File: config.mk
export PLATFORM = sky130hd
export DESIGN_NAME = instr_encoder
export DESIGN_NICKNAME = d
export VERILOG_FILES = /design/src/rtl/instr_encoder.sv
export SDC_FILE = /design/constraint.sdc
export NUM_CORES = 1
export LEC_CHECK = 0
export CAP_MARGIN = 20
export CORE_MARGIN = 4
export CORE_UTILIZATION = 49
export DETAILED_ROUTE_END_ITERATION = 6
export GPL_TIMING_DRIVEN = 0
export HOLD_SLACK_MARGIN = 0.02
export PLACE_DENSITY_LB_ADDON = 0.15
export SYNTH_ARGS = -nofsm -noshare
export SYNTH_HDL_FRONTEND = slang
export SYNTH_SLANG_ARGS = --single-unit
File: constraint.sdc
create_clock -name clk -period 2.6 [get_ports clk]
set_input_delay 0.26 -clock clk [delete_from_list [all_inputs] [get_ports clk]]
set_output_delay 0.26 -clock clk [all_outputs]
set_load 0.03 [all_outputs]
File: src/rtl/instr_encoder.sv
`default_nettype none
// ============================================================================
// Module      : instr_encoder
// Description : Packs abstract instruction commands (format class, register
//               fields, funct, immediate) into 32-bit RV32I instruction words
//               and queues them in a small registered FIFO for the debug/boot
//               injection port. Illegal commands are dropped, flagged with a
//               one-cycle err pulse and counted.
// Revision    : 1.0 - initial release
// ============================================================================
module instr_encoder #(
    parameter int DEPTH = 4,
    parameter int CNT_W = 16
) (
    input  logic             clk,
    input  logic             rst,
    input  logic             cmd_valid,
    output logic             cmd_ready,
    input  logic [3:0]       cmd_fmt,
    input  logic [4:0]       cmd_rd,
    input  logic [4:0]       cmd_rs1,
    input  logic [4:0]       cmd_rs2,
    input  logic [2:0]       cmd_funct3,
    input  logic [6:0]       cmd_funct7,
    input  logic [31:0]      cmd_imm,
    output logic             instr_valid,
    input  logic             instr_ready,
    output logic [31:0]      instr,
    output logic             err,
    output logic [CNT_W-1:0] enc_count,
    output logic [CNT_W-1:0] err_count
);

    localparam int                 c_ADDR_W   = $clog2(DEPTH);
    localparam logic [c_ADDR_W:0]  c_FULL_CNT = (c_ADDR_W+1)'(DEPTH);
    localparam logic [CNT_W-1:0]   c_CNT_MAX  = {CNT_W{1'b1}};

    localparam logic [6:0] c_OP_R       = 7'b0110011;
    localparam logic [6:0] c_OP_I_JUMP  = 7'b1100111;
    localparam logic [6:0] c_OP_I_LOAD  = 7'b0000011;
    localparam logic [6:0] c_OP_I_ARITH = 7'b0010011;
    localparam logic [6:0] c_OP_I_SYS   = 7'b1110011;
    localparam logic [6:0] c_OP_I_FENCE = 7'b0001111;
    localparam logic [6:0] c_OP_S       = 7'b0100011;
    localparam logic [6:0] c_OP_B       = 7'b1100011;
    localparam logic [6:0] c_OP_LUI     = 7'b0110111;
    localparam logic [6:0] c_OP_AUIPC   = 7'b0010111;
    localparam logic [6:0] c_OP_J       = 7'b1101111;

    logic [31:0]         r_mem [DEPTH];
    logic [c_ADDR_W-1:0] r_wr_ptr;
    logic [c_ADDR_W-1:0] r_rd_ptr;
    logic [c_ADDR_W:0]   r_count;
    logic [31:0]         r_last;
    logic                r_err;
    logic [CNT_W-1:0]    r_enc_count;
    logic [CNT_W-1:0]    r_err_count;

    logic [31:0]         w_word;
    logic                w_legal;
    logic                w_imm12_ok;
    logic                w_imm13_ok;
    logic                w_imm21_ok;
    logic                w_accept;
    logic                w_push;
    logic                w_pop;

    // Immediate range checks: the bits above the encodable field must be a
    // pure sign extension of the field's top bit.
    assign w_imm12_ok = (&cmd_imm[31:11]) | ~(|cmd_imm[31:11]);
    assign w_imm13_ok = ((&cmd_imm[31:12]) | ~(|cmd_imm[31:12])) & ~cmd_imm[0];
    assign w_imm21_ok = ((&cmd_imm[31:20]) | ~(|cmd_imm[31:20])) & ~cmd_imm[0];

    // Encode the command word and decide its legality per format class.
    always_comb begin
        w_word  = 32'd0;
        w_legal = 1'b1;
        case (cmd_fmt)
            4'd0: w_word = {cmd_funct7, cmd_rs2, cmd_rs1, cmd_funct3, cmd_rd, c_OP_R};
            4'd1: begin
                w_word  = {cmd_imm[11:0], cmd_rs1, cmd_funct3, cmd_rd, c_OP_I_JUMP};
                w_legal = w_imm12_ok;
            end
            4'd2: begin
                w_word  = {cmd_imm[11:0], cmd_rs1, cmd_funct3, cmd_rd, c_OP_I_LOAD};
                w_legal = w_imm12_ok;
            end
            4'd3: begin
                w_word  = {cmd_imm[11:0], cmd_rs1, cmd_funct3, cmd_rd, c_OP_I_ARITH};
                w_legal = w_imm12_ok;
            end
            4'd4: begin
                w_word  = {cmd_imm[11:0], cmd_rs1, cmd_funct3, cmd_rd, c_OP_I_SYS};
                w_legal = w_imm12_ok;
            end
            4'd5: begin
                w_word  = {cmd_imm[11:0], cmd_rs1, cmd_funct3, cmd_rd, c_OP_I_FENCE};
                w_legal = w_imm12_ok;
            end
            4'd6: begin
                w_word  = {cmd_imm[11:5], cmd_rs2, cmd_rs1, cmd_funct3, cmd_imm[4:0], c_OP_S};
                w_legal = w_imm12_ok;
            end
            4'd7: begin
                w_word  = {cmd_imm[12], cmd_imm[10:5], cmd_rs2, cmd_rs1, cmd_funct3,
                           cmd_imm[4:1], cmd_imm[11], c_OP_B};
                w_legal = w_imm13_ok;
            end
            4'd8: begin
                w_word  = {cmd_imm[31:12], cmd_rd, c_OP_LUI};
                w_legal = ~(|cmd_imm[11:0]);
            end
            4'd9: begin
                w_word  = {cmd_imm[31:12], cmd_rd, c_OP_AUIPC};
                w_legal = ~(|cmd_imm[11:0]);
            end
            4'd10: begin
                w_word  = {cmd_imm[20], cmd_imm[10:1], cmd_imm[11], cmd_imm[19:12],
                           cmd_rd, c_OP_J};
                w_legal = w_imm21_ok;
            end
            default: begin
                w_word  = 32'd0;
                w_legal = 1'b0;
            end
        endcase
    end

    // Full FIFO stalls the command side even if the head is popped this cycle.
    assign cmd_ready   = (r_count < c_FULL_CNT);
    assign instr_valid = (r_count != '0);
    assign w_accept    = cmd_valid & cmd_ready;
    assign w_push      = w_accept & w_legal;
    assign w_pop       = instr_valid & instr_ready;

    // Head word while occupied; otherwise the most recently popped word.
    assign instr     = instr_valid ? r_mem[r_rd_ptr] : r_last;
    assign err       = r_err;
    assign enc_count = r_enc_count;
    assign err_count = r_err_count;

    // FIFO storage; contents need no reset since occupancy gates visibility.
    always_ff @(posedge clk) begin
        if (w_push) begin
            r_mem[r_wr_ptr] <= w_word;
        end
    end

    // FIFO pointers, occupancy and last-popped word.
    always_ff @(posedge clk) begin
        if (rst) begin
            r_wr_ptr <= '0;
            r_rd_ptr <= '0;
            r_count  <= '0;
            r_last   <= 32'd0;
        end else begin
            if (w_push) begin
                r_wr_ptr <= r_wr_ptr + c_ADDR_W'(1);
            end
            if (w_pop) begin
                r_rd_ptr <= r_rd_ptr + c_ADDR_W'(1);
                r_last   <= r_mem[r_rd_ptr];
            end
            case ({w_push, w_pop})
                2'b10:   r_count <= r_count + (c_ADDR_W+1)'(1);
                2'b01:   r_count <= r_count - (c_ADDR_W+1)'(1);
                default: r_count <= r_count;
            endcase
        end
    end

    // Error pulse and saturating statistics counters.
    always_ff @(posedge clk) begin
        if (rst) begin
            r_err       <= 1'b0;
            r_enc_count <= '0;
            r_err_count <= '0;
        end else begin
            r_err <= w_accept & ~w_legal;
            if (w_push && (r_enc_count != c_CNT_MAX)) begin
                r_enc_count <= r_enc_count + CNT_W'(1);
            end
            if (w_accept && !w_legal && (r_err_count != c_CNT_MAX)) begin
                r_err_count <= r_err_count + CNT_W'(1);
            end
        end
    end

endmodule
`default_nettype wire

==> results_dict.tcl <==
set metrics [dict create \
    outcome "finished, violations left" \
    violations "negative setup slack" \
    worstPathArrival_ns 3.01 \
    final.setup_skew_ns 0.00938 \
    drtIter0Drc 595 \
    hold_viol_final 0 \
    async_flop_share_pct 0 \
    hp-class "in2reg" \
    worst_slew_pin_slew_ns 0.955 \
    p_per_area_nw_per_um2 592 \
    place.gp.congestion 0.845 \
    viasPerCell 5.87 \
    grtUsageTotal_pct 22.7 \
    critPathRequiredTime_ns 2.95 \
    p_leak_nw 3.95 \
    cts-buffers-inserted 17 \
    die_x_um 141 \
    drc 0 \
    crit_path_end "r_count[2]" \
    worst-r2r-cell-count 10 \
    setup_viol 1 \
    clock-sinks 197 \
    slew-limit-headroom_pct 36.3 \
    syn_area_um2 8700 \
    maxCapViolCount 0 \
    critPathMaxStageDelay_ns 0.58 \
    htree_num_levels 4 \
    insertion_delay_ns 0.43 \
    synth_top_area_share_pct 42.8 \
    ys.warnings.count 0 \
    fin_util_pct 64.0 \
    dpl.hpwl_mm 15.4 \
    antenna_found_initial 3 \
    grt_max_degree 32 \
    num-fill-cells 1299 \
    io_pins 132 \
    crit_path_start_kind "input pin" \
    multi_input_area_um2 3430 \
    vias 6501 \
    initial_utilization_pct 50.1 \
    nets 942 \
    maxSlewViolCount 0 \
    ys_top_cells_by_count "edfxtp_1 (124), nand2_1 (95), dfxtp_1 (73), a21oi_1 (67), o21ai_0 (35)" \
    fin_crit_ns 2.66 \
    critPathKind "in2reg" \
    syn_area_per_cell_um2 12.2 \
    synth_seq_cells 197 \
    peakVddDrop_v 0.000464 \
    synth_area_leaders "edfxtp_1 (43%), dfxtp_1 (17%), mux4_2 (8.0%)" \
    grt_pass1_wl_mm 34.7 \
    max_freq_ghz 0.377 \
    finalSetupTns_ns -0.0559 \
    p_total_mw 6.58 \
    path_clk_slew_ns 0.06 \
    hold_slack_ns 0.259 \
    setup_slack_ns -0.0559 \
    io_buffer_count 130 \
    end_kind "flop" \
    r2r-end "r_count[2]" \
    die_y_um 141 \
    die_area_um2 20000 \
    drive_above_1_share_pct 16.7 \
    dr.pass1.iters 6 \
    critPathMaxFanout 9 \
    netlist.top_cell.by_area "edfxtp_1" \
    syn-num-nets 785 \
    rr_startpoint "r_count[0]" \
    clockBufferDepth 2 \
    rsz0062_at_grt "true" \
    overflow 0 \
    r2r_slack_ns -0.03 \
    detail_route.wirelength_mm 22.3 \
    grt_pass1_vias 6486 \
    cts_tree "built" \
    areaGrowthSynthToFinish_pct 27.7 \
    path_cells "dlygate4sd2_1 > or4_4 > nor3_4 > a22oi_2 > o21ai_2 > o21a_1 > buf_6 > inv_6 > ha_4 > inv_1 > fa_2 > xor2_1 > or3_1 > a21oi_2" \
    yosysSeqAreaShare_pct 59.6 \
    synth_ff_type "edfxtp_1" \
    regArea_um2 5190 \
    synth-edff-count 124 \
    row_count 48 \
    ys_types 58 \
    dp_slack_ns -0.980 \
    syn_inst 712 \
    coreArea_um2 17400 \
    ant_nets 0 \
    startpoint "cmd_imm[13]" \
    fin_crit_sh_pct 102 \
    slowest_stage "or4_4" \
    ctsRootBufferMaster "clkbuf_16" \
    yosysMostFrequentCell "edfxtp_1" \
    wire_per_inst_um 20.2 \
]
-- power breakdown --
group	internal (mW)	total, mW	leakage [nW]	switching [mW]
Combinational	0.275	0.665	1.95	0.390
Sequential	3.36	3.38	1.73	0.0170
Clock	1.44	2.54	0.265	1.10
-- layer usage --
layer  global-route usage (%)  wire, um  vias to the layer above
li1                         -         -                     2994
met1                     29.3      9140                     3198
met2                     38.8     11200                      274
met3                     5.12      1650                       31
met4                     6.17       289                        4
met5                        0        27                        -
-- final cells by class --
cell class / instances / share of cell area, %
clock buffer: 23 / 4.12
buffer: 38 / 1.99
tap: 225 / 2.53
multi-input combinational: 453 / 30.8
inverter: 24 / 0.878
timing repair buffer: 138 / 12.0
antenna: 1 / 0.0225
sequential: 197 / 46.7
clock inverter: 9 / 0.946
-- state kept, by name (all words and copies together) (netlist names), named ones only --
| name | count |
|---|---|
| err | 1 |
| r_last | 31 |
| r_count | 3 |
| enc_count | 16 |
| r_wr_ptr | 2 |
| r_rd_ptr | 2 |
| err_count | 16 |
| r_mem | 124 |
-- placed cells by master, fill, tap and decap left out, types with 3 or more instances in the layout --
cell / instances
a21oi_1: 65
a222oi_1: 7
a22o_1: 8
a22oi_1: 4
and2_4: 5
and3_1: 7
and4_1: 5
buf_1: 7
buf_4: 12
buf_6: 3
clkbuf_1: 18
clkbuf_16: 17
clkbuf_2: 8
clkdlybuf4s50_1: 70
clkinvlp_4: 3
dfxtp_1: 72
dlygate4sd2_1: 44
dlymetal6s2s_1: 13
edfxtp_1: 124
ha_1: 6
inv_1: 22
mux2_2: 31
mux2i_1: 4
mux4_2: 31
nand2_1: 95
nand2b_1: 4
nand3_1: 20
nand4_1: 13
nor2_1: 23
nor2b_1: 4
nor3_1: 4
nor4_1: 3
o21ai_0: 33
o31ai_1: 6
or3_1: 17
or4_1: 6
xnor2_1: 5
xor2_1: 7
-- worst min path at each step --
stage | startpoint | endpoint | slack [ns] | cells after the start
4_1_cts | cmd_imm[19] | r_mem[2][19] | 0.38 | 2
5_1_grt | cmd_imm[21] | r_mem[3][21] | 0.28 | 3
3_5_place_dp | r_last[8] | r_last[8] | 0.44 | 2
6_report | cmd_imm[22] | r_mem[3][22] | 0.26 | 3
2_1_floorplan | rst | err_count[5] | 0.43 | 2
3_3_place_gp | r_last[9] | r_last[9] | 0.44 | 2
-- worst max-delay path: cells and delay by family --
family	cells	cell delay (ns)
AOI/OAI and AO/OA	4	0.66
xor gates and xnor gates	1	0.09
adders and majority gates	2	0.37
buffers and inverters	4	0.52
and+or+nand+nor	3	1.10
-- stage by stage --
step                std cells  instance area [um^2]
floorplan                 712                  8700
global placement         1067                 10300
detailed placement       1067                 10300
CTS                      1103                 11000
global route             1108                 11100
finish                   1108                 11100
-- cells by family (layout without fill, tap and decap cells) --
family | Yosys count | after routing | synth area share (%)
buffers and inverters | 63 | 232 | 2.91
flip-flops | 197 | 197 | 59.6
multiplexers | 66 | 66 | 12.5
AND/OR/NAND/NOR | 225 | 226 | 13.0
XOR/XNOR | 12 | 12 | 1.21
other | 0 | 1 | 0
AO/OA/AOI/OAI | 141 | 141 | 9.59
adder cells (fa/ha/maj) | 8 | 8 | 1.24
-- repair_timing --
action	4_1_cts	5_1_grt
hold endpoints to repair	0	0
gates cloned	1	0
pin swaps	7	11
gates resized for setup	112	30
hold buffers	0	0
endpoints found under the setup margin	169	19
buffers inserted	4	4
Note: power is estimated with default switching activity, not from simulation.
